## config.mk

```make
export PLATFORM = sky130hd
export DESIGN_NAME = ahb_burst_master_flat
export DESIGN_NICKNAME = d
export VERILOG_FILES = /design/src/rtl/ahb_burst_master_if.sv /design/src/rtl/ahb_burst_master.sv /design/src/flat_wrapper.sv
export SDC_FILE = /design/constraint.sdc
export NUM_CORES = 1
export LEC_CHECK = 0
export CAP_MARGIN = 20
export CORE_MARGIN = 2
export CORE_UTILIZATION = 46
export DETAILED_ROUTE_END_ITERATION = 7
export PLACE_DENSITY = 0.85
export SLEW_MARGIN = 15
export SYNTH_ARGS = -nofsm -noshare
export SYNTH_HDL_FRONTEND = slang
export SYNTH_SLANG_ARGS = --single-unit
```

## constraint.sdc

```tcl
create_clock -name hclk_i -period 4.4 [get_ports hclk_i]
set_input_delay 1.1 -clock hclk_i [delete_from_list [all_inputs] [get_ports hclk_i]]
set_output_delay 1.1 -clock hclk_i [all_outputs]
set_load 0.03 [all_outputs]
```

## src/rtl/ahb_burst_master_if.sv

```systemverilog
// rtl/ahb_burst_master_if.sv - command, write/read stream, status and AHB-Lite bus bundle for ahb_burst_master
interface ahb_burst_master_if #(
  parameter int DATA_WIDTH = 32,
  parameter int ADDR_BITS  = 12
);
  logic                  cmd_valid_i;
  logic                  cmd_ready_o;
  logic                  cmd_write_i;
  logic [ADDR_BITS-1:0]  cmd_addr_i;
  logic [1:0]            cmd_len_i;

  logic [DATA_WIDTH-1:0] wdata_i;
  logic                  wdata_valid_i;
  logic                  wdata_ready_o;

  logic [DATA_WIDTH-1:0] rdata_o;
  logic                  rdata_valid_o;
  logic                  done_o;
  logic                  err_o;

  logic [ADDR_BITS-1:0]  haddr_o;
  logic [1:0]            htrans_o;
  logic                  hwrite_o;
  logic [2:0]            hsize_o;
  logic [2:0]            hburst_o;
  logic [3:0]            hprot_o;
  logic                  hmasterlock_o;
  logic [3:0]            hstrb_o;
  logic [DATA_WIDTH-1:0] hwdata_o;
  logic                  hready_i;
  logic                  hresp_i;
  logic [DATA_WIDTH-1:0] hrdata_i;

  modport master (
    input  cmd_valid_i, cmd_write_i, cmd_addr_i, cmd_len_i,
    input  wdata_i, wdata_valid_i,
    input  hready_i, hresp_i, hrdata_i,
    output cmd_ready_o, wdata_ready_o, rdata_o, rdata_valid_o, done_o, err_o,
    output haddr_o, htrans_o, hwrite_o, hsize_o, hburst_o, hprot_o,
    output hmasterlock_o, hstrb_o, hwdata_o
  );

  modport slave (
    output cmd_valid_i, cmd_write_i, cmd_addr_i, cmd_len_i,
    output wdata_i, wdata_valid_i,
    output hready_i, hresp_i, hrdata_i,
    input  cmd_ready_o, wdata_ready_o, rdata_o, rdata_valid_o, done_o, err_o,
    input  haddr_o, htrans_o, hwrite_o, hsize_o, hburst_o, hprot_o,
    input  hmasterlock_o, hstrb_o, hwdata_o
  );
endinterface

```

## src/rtl/ahb_burst_master.sv

```systemverilog
// rtl/ahb_burst_master.sv - AHB-Lite INCR burst master with pipelined address/data phases
// htrans is combinational so BUSY/IDLE insertion follows wdata_valid_i without a bubble.
module ahb_burst_master #(
  parameter int DATA_WIDTH = 32,
  parameter int ADDR_BITS  = 12
) (
  input logic               hclk_i,
  input logic               hrst_i,
  ahb_burst_master_if.master bus
);
  typedef enum logic [1:0] {IDLE, ADDR, DATA_LAST, ERR} state_t;

  localparam logic [1:0] TR_IDLE   = 2'b00;
  localparam logic [1:0] TR_BUSY   = 2'b01;
  localparam logic [1:0] TR_NONSEQ = 2'b10;
  localparam logic [1:0] TR_SEQ    = 2'b11;

  state_t                state_q, state_n;
  logic [ADDR_BITS-1:0]  haddr_q, haddr_n;
  logic                  hwrite_q, hwrite_n;
  logic [2:0]            hburst_q, hburst_n;
  logic [DATA_WIDTH-1:0] hwdata_q, hwdata_n;
  logic [DATA_WIDTH-1:0] rdata_q, rdata_n;
  logic [4:0]            beats_q, beats_n;
  logic                  first_q, first_n;
  logic                  dphase_q, dphase_n;
  logic                  stall_q, stall_n;
  logic [1:0]            hold_trans_q, hold_trans_n;
  logic                  rvalid_q, rvalid_n;
  logic                  done_q, done_n;
  logic                  err_q, err_n;

  logic [1:0]            htrans_c;
  logic                  err_now;
  logic                  addr_done;
  logic                  wdata_rdy;

  logic [4:0]            cmd_beats;
  logic [4:0]            beats_m1;
  logic [2:0]            cmd_burst;
  logic [10:0]           last_off;
  logic                  crosses;

  always_comb begin
    cmd_beats = 5'd16;
    cmd_burst = 3'b111;
    case (bus.cmd_len_i)
      2'b00:   begin cmd_beats = 5'd1; cmd_burst = 3'b000; end
      2'b01:   begin cmd_beats = 5'd4; cmd_burst = 3'b011; end
      2'b10:   begin cmd_beats = 5'd8; cmd_burst = 3'b101; end
      default: begin cmd_beats = 5'd16; cmd_burst = 3'b111; end
    endcase
    beats_m1 = cmd_beats - 5'd1;
    // a carry out of the 1 KB page offset means the last beat lands in the next page
    last_off = {1'b0, bus.cmd_addr_i[9:0]} + {4'd0, beats_m1, 2'b00};
    crosses  = last_off[10];
  end

  always_comb begin
    state_n      = state_q;
    haddr_n      = haddr_q;
    hwrite_n     = hwrite_q;
    hburst_n     = hburst_q;
    hwdata_n     = hwdata_q;
    rdata_n      = rdata_q;
    beats_n      = beats_q;
    first_n      = first_q;
    dphase_n     = dphase_q;
    stall_n      = 1'b0;
    hold_trans_n = TR_IDLE;
    rvalid_n     = 1'b0;
    done_n       = 1'b0;
    err_n        = 1'b0;

    htrans_c = TR_IDLE;
    if (state_q == ADDR) begin
      // a waited address phase keeps exactly what it presented last cycle
      if (stall_q)
        htrans_c = hold_trans_q;
      else if (!hwrite_q || bus.wdata_valid_i)
        htrans_c = first_q ? TR_NONSEQ : TR_SEQ;
      else
        htrans_c = first_q ? TR_IDLE : TR_BUSY;
    end
    err_now = dphase_q && bus.hresp_i && (state_q == ADDR || state_q == DATA_LAST);
    if (err_now)
      htrans_c = TR_IDLE;
    addr_done = bus.hready_i && (htrans_c == TR_NONSEQ || htrans_c == TR_SEQ);
    wdata_rdy = addr_done && hwrite_q;

    case (state_q)
      IDLE: begin
        if (bus.cmd_valid_i) begin
          if (crosses) begin
            done_n = 1'b1;
            err_n  = 1'b1;
          end else begin
            state_n  = ADDR;
            haddr_n  = bus.cmd_addr_i;
            hwrite_n = bus.cmd_write_i;
            hburst_n = cmd_burst;
            beats_n  = cmd_beats;
            first_n  = 1'b1;
            dphase_n = 1'b0;
          end
        end
      end
      ADDR: begin
        stall_n      = !bus.hready_i;
        hold_trans_n = htrans_c;
        if (err_now) begin
          dphase_n = 1'b0;
          if (bus.hready_i) begin
            done_n  = 1'b1;
            err_n   = 1'b1;
            state_n = IDLE;
          end else begin
            state_n = ERR;
          end
        end else if (bus.hready_i) begin
          if (dphase_q && !hwrite_q) begin
            rdata_n  = bus.hrdata_i;
            rvalid_n = 1'b1;
          end
          dphase_n = addr_done;
          if (addr_done) begin
            haddr_n = haddr_q + ADDR_BITS'(4);
            beats_n = beats_q - 5'd1;
            first_n = 1'b0;
            if (hwrite_q)
              hwdata_n = bus.wdata_i;
            if (beats_q == 5'd1)
              state_n = DATA_LAST;
          end
        end
      end
      DATA_LAST: begin
        if (err_now) begin
          dphase_n = 1'b0;
          if (bus.hready_i) begin
            done_n  = 1'b1;
            err_n   = 1'b1;
            state_n = IDLE;
          end else begin
            state_n = ERR;
          end
        end else if (bus.hready_i) begin
          if (!hwrite_q) begin
            rdata_n  = bus.hrdata_i;
            rvalid_n = 1'b1;
          end
          done_n   = 1'b1;
          dphase_n = 1'b0;
          state_n  = IDLE;
        end
      end
      ERR: begin
        if (bus.hready_i) begin
          done_n  = 1'b1;
          err_n   = 1'b1;
          state_n = IDLE;
        end
      end
      default: state_n = IDLE;
    endcase
  end

  always_ff @(posedge hclk_i) begin
    if (hrst_i) begin
      state_q      <= IDLE;
      haddr_q      <= '0;
      hwrite_q     <= 1'b0;
      hburst_q     <= 3'b000;
      hwdata_q     <= '0;
      rdata_q      <= '0;
      beats_q      <= 5'd0;
      first_q      <= 1'b0;
      dphase_q     <= 1'b0;
      stall_q      <= 1'b0;
      hold_trans_q <= TR_IDLE;
      rvalid_q     <= 1'b0;
      done_q       <= 1'b0;
      err_q        <= 1'b0;
    end else begin
      state_q      <= state_n;
      haddr_q      <= haddr_n;
      hwrite_q     <= hwrite_n;
      hburst_q     <= hburst_n;
      hwdata_q     <= hwdata_n;
      rdata_q      <= rdata_n;
      beats_q      <= beats_n;
      first_q      <= first_n;
      dphase_q     <= dphase_n;
      stall_q      <= stall_n;
      hold_trans_q <= hold_trans_n;
      rvalid_q     <= rvalid_n;
      done_q       <= done_n;
      err_q        <= err_n;
    end
  end

  assign bus.cmd_ready_o   = (state_q == IDLE) && !hrst_i;
  assign bus.wdata_ready_o = wdata_rdy;
  assign bus.rdata_o       = rdata_q;
  assign bus.rdata_valid_o = rvalid_q;
  assign bus.done_o        = done_q;
  assign bus.err_o         = err_q;
  assign bus.haddr_o       = haddr_q;
  assign bus.htrans_o      = htrans_c;
  assign bus.hwrite_o      = hwrite_q;
  assign bus.hsize_o       = 3'b010;
  assign bus.hburst_o      = hburst_q;
  assign bus.hprot_o       = 4'b0011;
  assign bus.hmasterlock_o = 1'b0;
  assign bus.hstrb_o       = 4'hF;
  assign bus.hwdata_o      = hwdata_q;
endmodule

```

## src/flat_wrapper.sv

```systemverilog
// flat-port wrapper written by rule: the top's interface ports become plain ports
module ahb_burst_master_flat 
#(
  parameter int DATA_WIDTH = 32,
  parameter int ADDR_BITS  = 12
)
  (hclk_i, hrst_i, bus_cmd_valid_i, bus_cmd_write_i, bus_cmd_addr_i, bus_cmd_len_i, bus_wdata_i, bus_wdata_valid_i, bus_hready_i, bus_hresp_i, bus_hrdata_i, bus_cmd_ready_o, bus_wdata_ready_o, bus_rdata_o, bus_rdata_valid_o, bus_done_o, bus_err_o, bus_haddr_o, bus_htrans_o, bus_hwrite_o, bus_hsize_o, bus_hburst_o, bus_hprot_o, bus_hmasterlock_o, bus_hstrb_o, bus_hwdata_o);
  ahb_burst_master_if #(.DATA_WIDTH(DATA_WIDTH), .ADDR_BITS(ADDR_BITS)) bus_i ();
  input logic hclk_i;
  input logic hrst_i;
  input wire logic [$bits(bus_i.cmd_valid_i)-1:0] bus_cmd_valid_i;
  input wire logic [$bits(bus_i.cmd_write_i)-1:0] bus_cmd_write_i;
  input wire logic [$bits(bus_i.cmd_addr_i)-1:0] bus_cmd_addr_i;
  input wire logic [$bits(bus_i.cmd_len_i)-1:0] bus_cmd_len_i;
  input wire logic [$bits(bus_i.wdata_i)-1:0] bus_wdata_i;
  input wire logic [$bits(bus_i.wdata_valid_i)-1:0] bus_wdata_valid_i;
  input wire logic [$bits(bus_i.hready_i)-1:0] bus_hready_i;
  input wire logic [$bits(bus_i.hresp_i)-1:0] bus_hresp_i;
  input wire logic [$bits(bus_i.hrdata_i)-1:0] bus_hrdata_i;
  output wire logic [$bits(bus_i.cmd_ready_o)-1:0] bus_cmd_ready_o;
  output wire logic [$bits(bus_i.wdata_ready_o)-1:0] bus_wdata_ready_o;
  output wire logic [$bits(bus_i.rdata_o)-1:0] bus_rdata_o;
  output wire logic [$bits(bus_i.rdata_valid_o)-1:0] bus_rdata_valid_o;
  output wire logic [$bits(bus_i.done_o)-1:0] bus_done_o;
  output wire logic [$bits(bus_i.err_o)-1:0] bus_err_o;
  output wire logic [$bits(bus_i.haddr_o)-1:0] bus_haddr_o;
  output wire logic [$bits(bus_i.htrans_o)-1:0] bus_htrans_o;
  output wire logic [$bits(bus_i.hwrite_o)-1:0] bus_hwrite_o;
  output wire logic [$bits(bus_i.hsize_o)-1:0] bus_hsize_o;
  output wire logic [$bits(bus_i.hburst_o)-1:0] bus_hburst_o;
  output wire logic [$bits(bus_i.hprot_o)-1:0] bus_hprot_o;
  output wire logic [$bits(bus_i.hmasterlock_o)-1:0] bus_hmasterlock_o;
  output wire logic [$bits(bus_i.hstrb_o)-1:0] bus_hstrb_o;
  output wire logic [$bits(bus_i.hwdata_o)-1:0] bus_hwdata_o;
  assign bus_i.cmd_valid_i = bus_cmd_valid_i;
  assign bus_i.cmd_write_i = bus_cmd_write_i;
  assign bus_i.cmd_addr_i = bus_cmd_addr_i;
  assign bus_i.cmd_len_i = bus_cmd_len_i;
  assign bus_i.wdata_i = bus_wdata_i;
  assign bus_i.wdata_valid_i = bus_wdata_valid_i;
  assign bus_i.hready_i = bus_hready_i;
  assign bus_i.hresp_i = bus_hresp_i;
  assign bus_i.hrdata_i = bus_hrdata_i;
  assign bus_cmd_ready_o = bus_i.cmd_ready_o;
  assign bus_wdata_ready_o = bus_i.wdata_ready_o;
  assign bus_rdata_o = bus_i.rdata_o;
  assign bus_rdata_valid_o = bus_i.rdata_valid_o;
  assign bus_done_o = bus_i.done_o;
  assign bus_err_o = bus_i.err_o;
  assign bus_haddr_o = bus_i.haddr_o;
  assign bus_htrans_o = bus_i.htrans_o;
  assign bus_hwrite_o = bus_i.hwrite_o;
  assign bus_hsize_o = bus_i.hsize_o;
  assign bus_hburst_o = bus_i.hburst_o;
  assign bus_hprot_o = bus_i.hprot_o;
  assign bus_hmasterlock_o = bus_i.hmasterlock_o;
  assign bus_hstrb_o = bus_i.hstrb_o;
  assign bus_hwdata_o = bus_i.hwdata_o;
  ahb_burst_master #(.DATA_WIDTH(DATA_WIDTH), .ADDR_BITS(ADDR_BITS)) u_core (.hclk_i(hclk_i), .hrst_i(hrst_i), .bus(bus_i));
endmodule
```

==> Word-level counts from Yosys, hierarchy flattened <==
Cells that the tools add are included.
{ "totals": {"mem_count": 0, "ram_bits": 0, "input_bits": 85, "wordCells": 131, "ff_bits": 95, "romBits": 0, "latch_bits": 0} }
{ "op_classes": {"multipliers": 0, "n_addsub": 4, "n_div": 0, "n_lt_le_gt_ge": 0, "reduce_logical": 26, "n_eq_ne": 21, "shifts": 0, "bitwise_logic": 3, "muxes": 63} }
{ "op_table": {"columns": ["op", "count"], "rows": [
  ["$mux 32", 6],
  ["$pmux 32 s2", 1],
  ["$mux 12", 5],
  ["$mux 2", 13],
  ["$mux 5", 5],
  ["$pmux 12 s2", 1],
  ["$mux 1", 23],
  ["$ne 2x2->1 const B", 8],
  ["$pmux 5 s3", 1],
  ["$reduce_and 5->1", 3],
  ["$add 12x3->12 const B", 1],
  ["$add 10x7->11", 1],
  ["$eq 2x2->1 const B", 5],
  ["$pmux 5 s2", 1],
  ["$sub 5x1->5 const B", 2],
  ["$ne 3x2->1 const B", 3],
  ["$pmux 1 s3", 3],
  ["$pmux 3 s3", 1],
  ["$pmux 2 s4", 1],
  ["$reduce_and 7->1", 1],
  ["$logic_and 1x1->1", 6],
  ["$reduce_and 6->1", 1],
  ["$reduce_or 2->1", 3],
  ["$eq 5x1->1 const B", 1],
  ["other kinds (11)", 21]
]} }

==> Longest topological paths before layout <==
Gate-level depths: netlist of run 1.
{ "depth": {"ltp_word": 13, "ltp_mapped": 9} }

==> Worst setup path after synthesis of run 1 <==
No wires, ideal clock.
{ "synth_timing": {"path_type": "input to output", "start": "input port bus_hresp_i", "end": "output port bus_wdata_ready_o", "slack_ps": 1011, "path_buffers": 1, "path_stages": 5, "arrival_ps": 2289, "path_cell_list": "and3_1 > nor2_1 > nand4_1 > inv_1 > clkbuf_1"} }
{ "synth_via": {"elab_chain_cells": 7} }
{ "synth_rtl": {"columns": ["item", "line_no", "text"], "rows": [
  ["start, declared", "flat_wrapper.sv:18", "input wire logic [$bits(bus_i.hresp_i)-1:0] bus_hresp_i;"],
  ["$logic_and 1x1->1 (*) (2 in a row)", "ahb_burst_master.sv:85", "err_now = dphase_q && bus.hresp_i && (state_q == ADDR || state_q == DATA_LAST);"],
  ["$mux 2 (*)", "ahb_burst_master.sv:86", "if (err_now)"],
  ["$eq 2x2->1", "ahb_burst_master.sv:88", "addr_done = bus.hready_i && (htrans_c == TR_NONSEQ || htrans_c == TR_SEQ);"],
  ["$logic_or 1x1->1 (*)", "ahb_burst_master.sv:88", null],
  ["$logic_and 1x1->1 (*)", "ahb_burst_master.sv:88", null],
  ["$logic_and 1x1->1 (*)", "ahb_burst_master.sv:89", "wdata_rdy = addr_done && hwrite_q;"],
  ["end, declared", "flat_wrapper.sv:21", "output wire logic [$bits(bus_i.wdata_ready_o)-1:0] bus_wdata_ready_o;"]
]} }
Mark *: on every way between the ends. The rest lies on a longest branch, timed or not.

==> Worst setup path in the final report of run 1 <==
{ "layout_timing": {"start": "input port bus_hresp_i", "end": "output port bus_htrans_o[1]"} }
{ "layout_via": {"elab_chain_cells": 3} }
{ "layout_rtl": {"columns": ["item", "line_no", "text"], "rows": [
  ["$logic_and 1x1->1 (2 in a row)", "ahb_burst_master.sv:85", null],
  ["$mux 2", "ahb_burst_master.sv:86", null],
  ["end, declared", "flat_wrapper.sv:27", "output wire logic [$bits(bus_i.htrans_o)-1:0] bus_htrans_o;"]
]} }
No other way between the ends.

==> results.py, run 1 <==
metrics = {
    "finish": {
        "fin_cells": 795,
        "seq_area_sq_um": 1900,
        "antenna_cells": 0,
        "fillers": 743,
        "drive_above_1_share_pct": 6.14,
        "final_cell_mix": "clkdlybuf4s50_1 (169), nand2_1 (141), dfxtp_1 (95)",
        "area_growth_pct": 45.0,
        "final_common_cell": "clkdlybuf4s50_1",
        "final_area_sq_um": 6200,
        "final_nets": 775,
        "multi_input_area_sq_um": 2110,
    },
    "synthesis": {
        "async_reset_ff_share_pct": 0,
        "synth_edf_count": 0,
        "synth.yosys.seq_area_share_pct": 44.5,
        "synth_warnings": 0,
        "synth_ff_type": "dfxtp_1",
        "netlist_top_cells_area": "dfxtp_1 (45%), nand2_1 (12%), a21oi_1 (9.4%), ha_1 (3.2%), buf_4 (2.1%)",
        "syn_area_sq_um": 4270,
        "syn_inst": 527,
        "synth_area_leader_cell": "dfxtp_1",
        "ys_types": 59,
        "syn_area_per_cell_sq_um": 8.11,
        "ys_ff_latch": 95,
        "synth_top_area_share_pct": 44.5,
    },
    "pwr": {
        "power.leakage_nw": 2.18,
        "ir_drop_mv": 0.219,
        "p_per_area_nw_per_um2": 422,
    },
    "clocking": {
        "clockBufferDepth": 2,
        "path_clk_slew_ps": 90,
        "cts_tree": "built",
        "cts-root-buf": "clkbuf_8",
        "cts.sinks": 95,
        "htreeDepth": 3,
        "cts_hold_buf": 0,
        "cts-resized-gates": 0,
        "clock_latency_ps": 350,
        "cts_setup_buffers": 0,
        "cts_buffers": 9,
    },
    "flow_run": {
        "max_cap_violations": 0,
    },
    "global_routing": {
        "grt_pass1_wl_um": 19200,
        "grt_max_degree": 96,
        "grt_pass1_vias": 4041,
        "grt_use_total_pct": 23.4,
        "grt_overflow": 0,
        "antenna_found_initial": 1,
    },
    "routing": {
        "num_vias": 4295,
        "routedWlPerCell_um": 15.2,
        "routed_via_density": 5.40,
        "antenna_left": 0,
        "dr.pass1.iters": 5,
        "drc_errors": 0,
        "drt-total-wl_um": 12100,
        "drtIter0Drc": 250,
    },
    "placement": {
        "placed_cell_area_sq_um": 5950,
        "place_inst": 779,
        "hpwl_um": 8720,
        "gp_congestion": 0.885,
        "placement.io_buffers": 171,
    },
    "critical_path": {
        "endpoint_kind": "primary output",
        "r2r_cells": 10,
        "cp_max_fo": 6,
        "crit_start": "bus_hresp_i",
        "arrival_ps": 2680,
        "cp_common_cell": "clkdlybuf4s50_1",
        "worstSetupPathType": "input port to primary output",
        "r2r-start": "u_core.state_q[1]",
        "required_ps": 3300,
        "path_cells": "clkdlybuf4s50_1 > nand3_1 > nand2_1 > nor2_1 > clkdlybuf4s50_1",
        "slowest_stage": "clkdlybuf4s50_1",
        "max_stage_delay_ps": 690,
        "startpoint_type": "input port",
    },
    "timing": {
        "period_share_pct": 86.0,
        "worstMarginPinSlew_ps": 987,
        "rsz0062_at_grt": "no",
        "fin_setup_tns_ps": 0,
        "fmax_mhz": 264,
        "finalHoldViolations": 0,
        "fin_crit_ps": 3780,
        "slew_violations": 0,
        "slew_headroom_pct": 34.2,
        "skew_ps": 13.5,
        "finalSetupViolCount": 0,
    },
    "worst_hold_path": {
        "holdCritPathClass": "register to register",
        "worstHoldStart": "u_core.bus.hwdata_o[0]",
        "hold_depth": 2,
    },
    "floorplanning": {
        "io_pins": 184,
        "die_w_um": 100,
        "start_util_pct": 46.9,
        "core_sq_um": 9110,
        "die_h_um": 100,
        "dieArea_sq_um": 10100,
        "rows": 35,
    },
    "status": {
        "status": "completed",
    },
}
==> area by class of cell <==
class / count / area share (%)
multi-input cells: 383 / 34.1
flip-flops and latches: 95 / 30.7
repair buffers: 178 / 28.4
well taps: 111 / 2.24
clock buffers: 10 / 2.06
clock inverters: 6 / 1.86
inverters: 12 / 0.727
==> logic make-up (layout without fill, tap and decap cells) <==
| kind of cell | after synthesis | in the layout | synth area share, % |
|---|---|---|---|
| AO/OA/AOI/OAI | 139 | 139 | 21.5 |
| XOR/XNOR | 2 | 2 | 0.410 |
| adder cells (fa/ha/maj) | 11 | 11 | 3.22 |
| buffers and inverters | 60 | 206 | 7.09 |
| flip-flops | 95 | 95 | 44.5 |
| multiplexers | 6 | 6 | 1.41 |
| other | 2 | 13 | 0.176 |
| AND/OR/NAND/NOR | 212 | 212 | 21.7 |
==> cell usage after synthesis, types with 3 or more instances <==
library cell	instances
a21oi_1	80
nor4b_1	3
nand3_1	7
o21ai_0	14
o31ai_1	5
o311ai_0	3
ha_1	11
and3_1	3
nor2_1	24
dfxtp_1	95
buf_4	12
a31oi_1	4
inv_1	12
a211oi_1	5
a31o_2	3
mux2i_1	6
nand2_1	141
or3_1	3
nor4_1	3
buf_2	9
o32ai_1	3
nand4_1	4
clkbuf_1	22
nor3_1	9
==> final timing paths <==
path                                 end  slack, ps
setup reg to reg       u_core.beats_q[2]       1980
hold reg to reg   u_core.bus.hwdata_o[0]        460
setup / recovery         bus_htrans_o[1]        620
hold / removal    u_core.bus.hwdata_o[0]        460
==> layer usage <==
| metal | track usage [%] | vias to the layer above | part of all wire (%) |
|---|---|---|---|
| met1 | 26.9 | 2004 | 40 |
| li1 | - | 2093 | - |
| met4 | 7.38 | 2 | 2.2 |
| met2 | 42.1 | 172 | 50 |
| met5 | 0 | - | 0.11 |
| met3 | 6.27 | 24 | 7.3 |
==> state kept, by name, indices dropped and copies added, names as in the netlist <==
name / flops
u_core.bus.rdata_valid_o: 1
u_core.first_q: 1
u_core.bus.err_o: 1
u_core.bus.rdata_o: 32
u_core.hold_trans_q: 2
u_core.bus.hwdata_o: 32
u_core.stall_q: 1
u_core.bus.hwrite_o: 1
u_core.beats_q: 5
u_core.bus.done_o: 1
u_core.bus.hburst_o: 3
u_core.state_q: 2
u_core.dphase_q: 1
u_core.bus.haddr_o: 12
==> per-stage QoR <==
step | setup WS [ps] | hold WS (ps) | util (%) | total power [mW]
3_5_place_dp | 569 | 445 | 65.4 | 1.94
5_1_grt | 492 | 481 | 68.0 | 2.75
2_1_floorplan | 1010 | 453 | - | 1.61
3_3_place_gp | 639 | 440 | 65.4 | 1.91
4_1_cts | 609 | 460 | 68.0 | 2.62
6_report | 616 | 458 | 68.0 | 2.62
==> critical path: cells and delay by family <==
kind | cells | cell delay [ps]
buffers and inverters | 2 | 1130
and+or+nand+nor | 3 | 450
==> power by group <==
| part | switching [mW] | internal, mW |
|---|---|---|
| sequential | 0.0798 | 0.940 |
| clock | 0.307 | 0.382 |
| combinational | 0.542 | 0.365 |
Note: power is estimated with default switching activity, not from simulation.
==> run 2: changes to the inputs <==
==> constraint.sdc (replaced) <==
create_clock -name hclk_i -period 4.4 [get_ports hclk_i]
set_input_delay 0.44 -clock hclk_i [delete_from_list [all_inputs] [get_ports hclk_i]]
set_output_delay 0.44 -clock hclk_i [all_outputs]
set_load 0.03 [all_outputs]
==> run 2 against run 1 <==
Against the previous run: flip-flop and latch count unchanged; count of clock-buffer cells in the layout is the same; sequential share of layout area grew 0.081 points; first-iteration DRC count is 6.0% higher; setup slack better by 600 ps; non-clock buffer count did not move; design area shrank 0.26%; die area unchanged; power shrank 2.2%; sequential power hardly changed; worst hold slack hardly changed; combinational power barely moved; largest cell class unchanged.
==> results.py, run 2 (synthesized netlist as in run 1, its figures left out) <==
metrics = {
    "clocking": {
        "cts-resized-gates": 0,
        "cts-root-buf": "clkbuf_8",
        "cts_hold_buf": 0,
        "cts.sinks": 95,
        "cts_buffers": 9,
        "path_clk_slew_ps": 90,
        "cts_tree": "built",
        "clockBufferDepth": 2,
        "cts_setup_buffers": 0,
        "htreeDepth": 3,
        "clock_latency_ps": 360,
    },
    "critical_path": {
        "r2r-start": "u_core.state_q[1]",
        "r2r_slack_ps": 1840,
        "r2r_cells": 6,
        "startpoint_type": "register",
        "critPathBufInv": 6,
        "crit_family": "buffers and inverters",
        "path_cells": "inv_1 > ha_1 > inv_1 > nor2_1 > nand4_1 > buf_4 > inv_1 > buf_4 > buf_4",
        "slowest_stage": "ha_1",
        "max_stage_delay_ps": 530,
        "cp_max_fo": 33,
        "required_ps": 3960,
        "r2r_end": "u_core.bus.haddr_o[6]",
        "worstSetupPathType": "register to primary output",
        "arrival_ps": 2750,
        "endpoint_kind": "primary output",
    },
    "timing": {
        "worstMarginPinSlew_ps": 1030,
        "fin_setup_tns_ps": 0,
        "rsz0062_at_grt": "no",
        "slew_violations": 0,
        "fin_crit_ps": 3190,
        "finalHoldViolations": 0,
        "fmax_mhz": 314,
        "period_share_pct": 72.4,
        "skew_ps": 13.3,
        "whs_ps": 457,
        "finalSetupViolCount": 0,
        "slew_headroom_pct": 31.4,
    },
    "finish": {
        "final_cell_mix": "clkdlybuf4s50_1 (169), nand2_1 (141), dfxtp_1 (95)",
        "final_nets": 775,
        "drive_above_1_share_pct": 6.14,
        "final_common_cell": "clkdlybuf4s50_1",
        "area_growth_pct": 44.7,
        "antenna_cells": 0,
        "fillers": 730,
    },
    "floorplanning": {
        "core_sq_um": 9110,
        "die_h_um": 100,
        "start_util_pct": 46.9,
        "io_pins": 184,
        "dieArea_sq_um": 10100,
        "die_w_um": 100,
        "rows": 35,
    },
    "global_routing": {
        "antenna_found_initial": 0,
        "grt_overflow": 0,
        "grt_max_degree": 55,
        "grt_pass1_vias": 4028,
        "grt_pass1_wl_um": 18800,
        "grt_use_total_pct": 23.1,
    },
    "routing": {
        "dr.pass1.iters": 5,
        "num_vias": 4259,
        "routedWlPerCell_um": 15.2,
        "drtIter0Drc": 265,
        "drt-total-wl_um": 12100,
        "routed_via_density": 5.36,
        "drc_errors": 0,
        "antenna_left": 0,
    },
    "pwr": {
        "ir_drop_mv": 0.211,
        "p_per_area_nw_per_um2": 414,
        "power_mw": 2.56,
        "power.leakage_nw": 2.17,
    },
    "worst_hold_path": {
        "hold_depth": 2,
        "worstHoldStart": "u_core.bus.hwdata_o[28]",
        "holdCritPathClass": "register to register",
        "hold_end": "u_core.bus.hwdata_o[28]",
    },
    "placement": {
        "gp_congestion": 0.876,
        "hpwl_um": 8650,
        "placement.io_buffers": 171,
    },
    "flow_run": {
        "max_cap_violations": 0,
    },
    "status": {
        "status": "completed",
    },
}
==> run 2: cell count changes in the layout (fill, tap and decap cells not counted) <==
cell | previous run | this run
clkinvlp_4 | 1 | 0
buf_4 | 8 | 7
clkinv_2 | 0 | 1
clkinv_4 | 0 | 1
bufinv_16 | 3 | 2
buf_8 | 0 | 1
==> run 2: worst max-delay path by stage <==
stage / start / end / slack (ps) / cells after the start
6_report: u_core.state_q[1] / bus_wdata_ready_o / 1210 / 9
4_1_cts: u_core.state_q[1] / bus_wdata_ready_o / 1240 / 9
3_5_place_dp: bus_cmd_len_i[1] / u_core.beats_q[2] / 1320 / 8
3_3_place_gp: bus_cmd_len_i[1] / u_core.state_q[1] / 1440 / 8
5_1_grt: u_core.state_q[1] / bus_wdata_ready_o / 960 / 9
2_1_floorplan: bus_cmd_len_i[1] / u_core.beats_q[0] / 1770 / 8
==> run 2: through the flow <==
step           cell area, sq um  instances  setup WS (ps)  util, %
5_1_grt                    6180        795            957     67.8
3_3_place_gp               5950        778           1440     65.3
3_5_place_dp               5960        779           1320     65.4
4_1_cts                    6180        795           1240     67.8
6_report                   6180        795           1210     67.8
2_1_floorplan              4310        538           1770        -
==> run 2: tightest hold or removal path, cell delays in order (launching register included) <==
cell,delay [ps]
dfxtp_1,320
nand2_1,50
a21oi_1,50
==> run 2: per-layer routing <==
layer  share of wire, %  GRT usage, %  wire, um
met5                  0             0         0
met4                2.9          9.69       346
met3                7.8          6.89       935
met2                 49          38.9      5880
met1                 41          27.5      4890
==> run 2: layout make-up <==
cell class / count / area (sq um) / area share, %
Inverter: 12 / 45.0 / 0.729
Sequential cell: 95 / 1900 / 30.8
Multi-Input combinational cell: 383 / 2110 / 34.2
Clock buffer: 10 / 128 / 2.07
Tap cell: 111 / 139 / 2.25
Clock inverter: 6 / 91.3 / 1.48
Timing Repair Buffer: 178 / 1760 / 28.5
==> run 2: where the power goes <==
| part | total, mW | switching, mW | internal, mW |
|---|---|---|---|
| Clock | 0.635 | 0.310 | 0.325 |
| Sequential | 1.02 | 0.0807 | 0.940 |
| Combinational | 0.903 | 0.537 | 0.366 |
| Total | 2.56 | 0.928 | 1.63 |
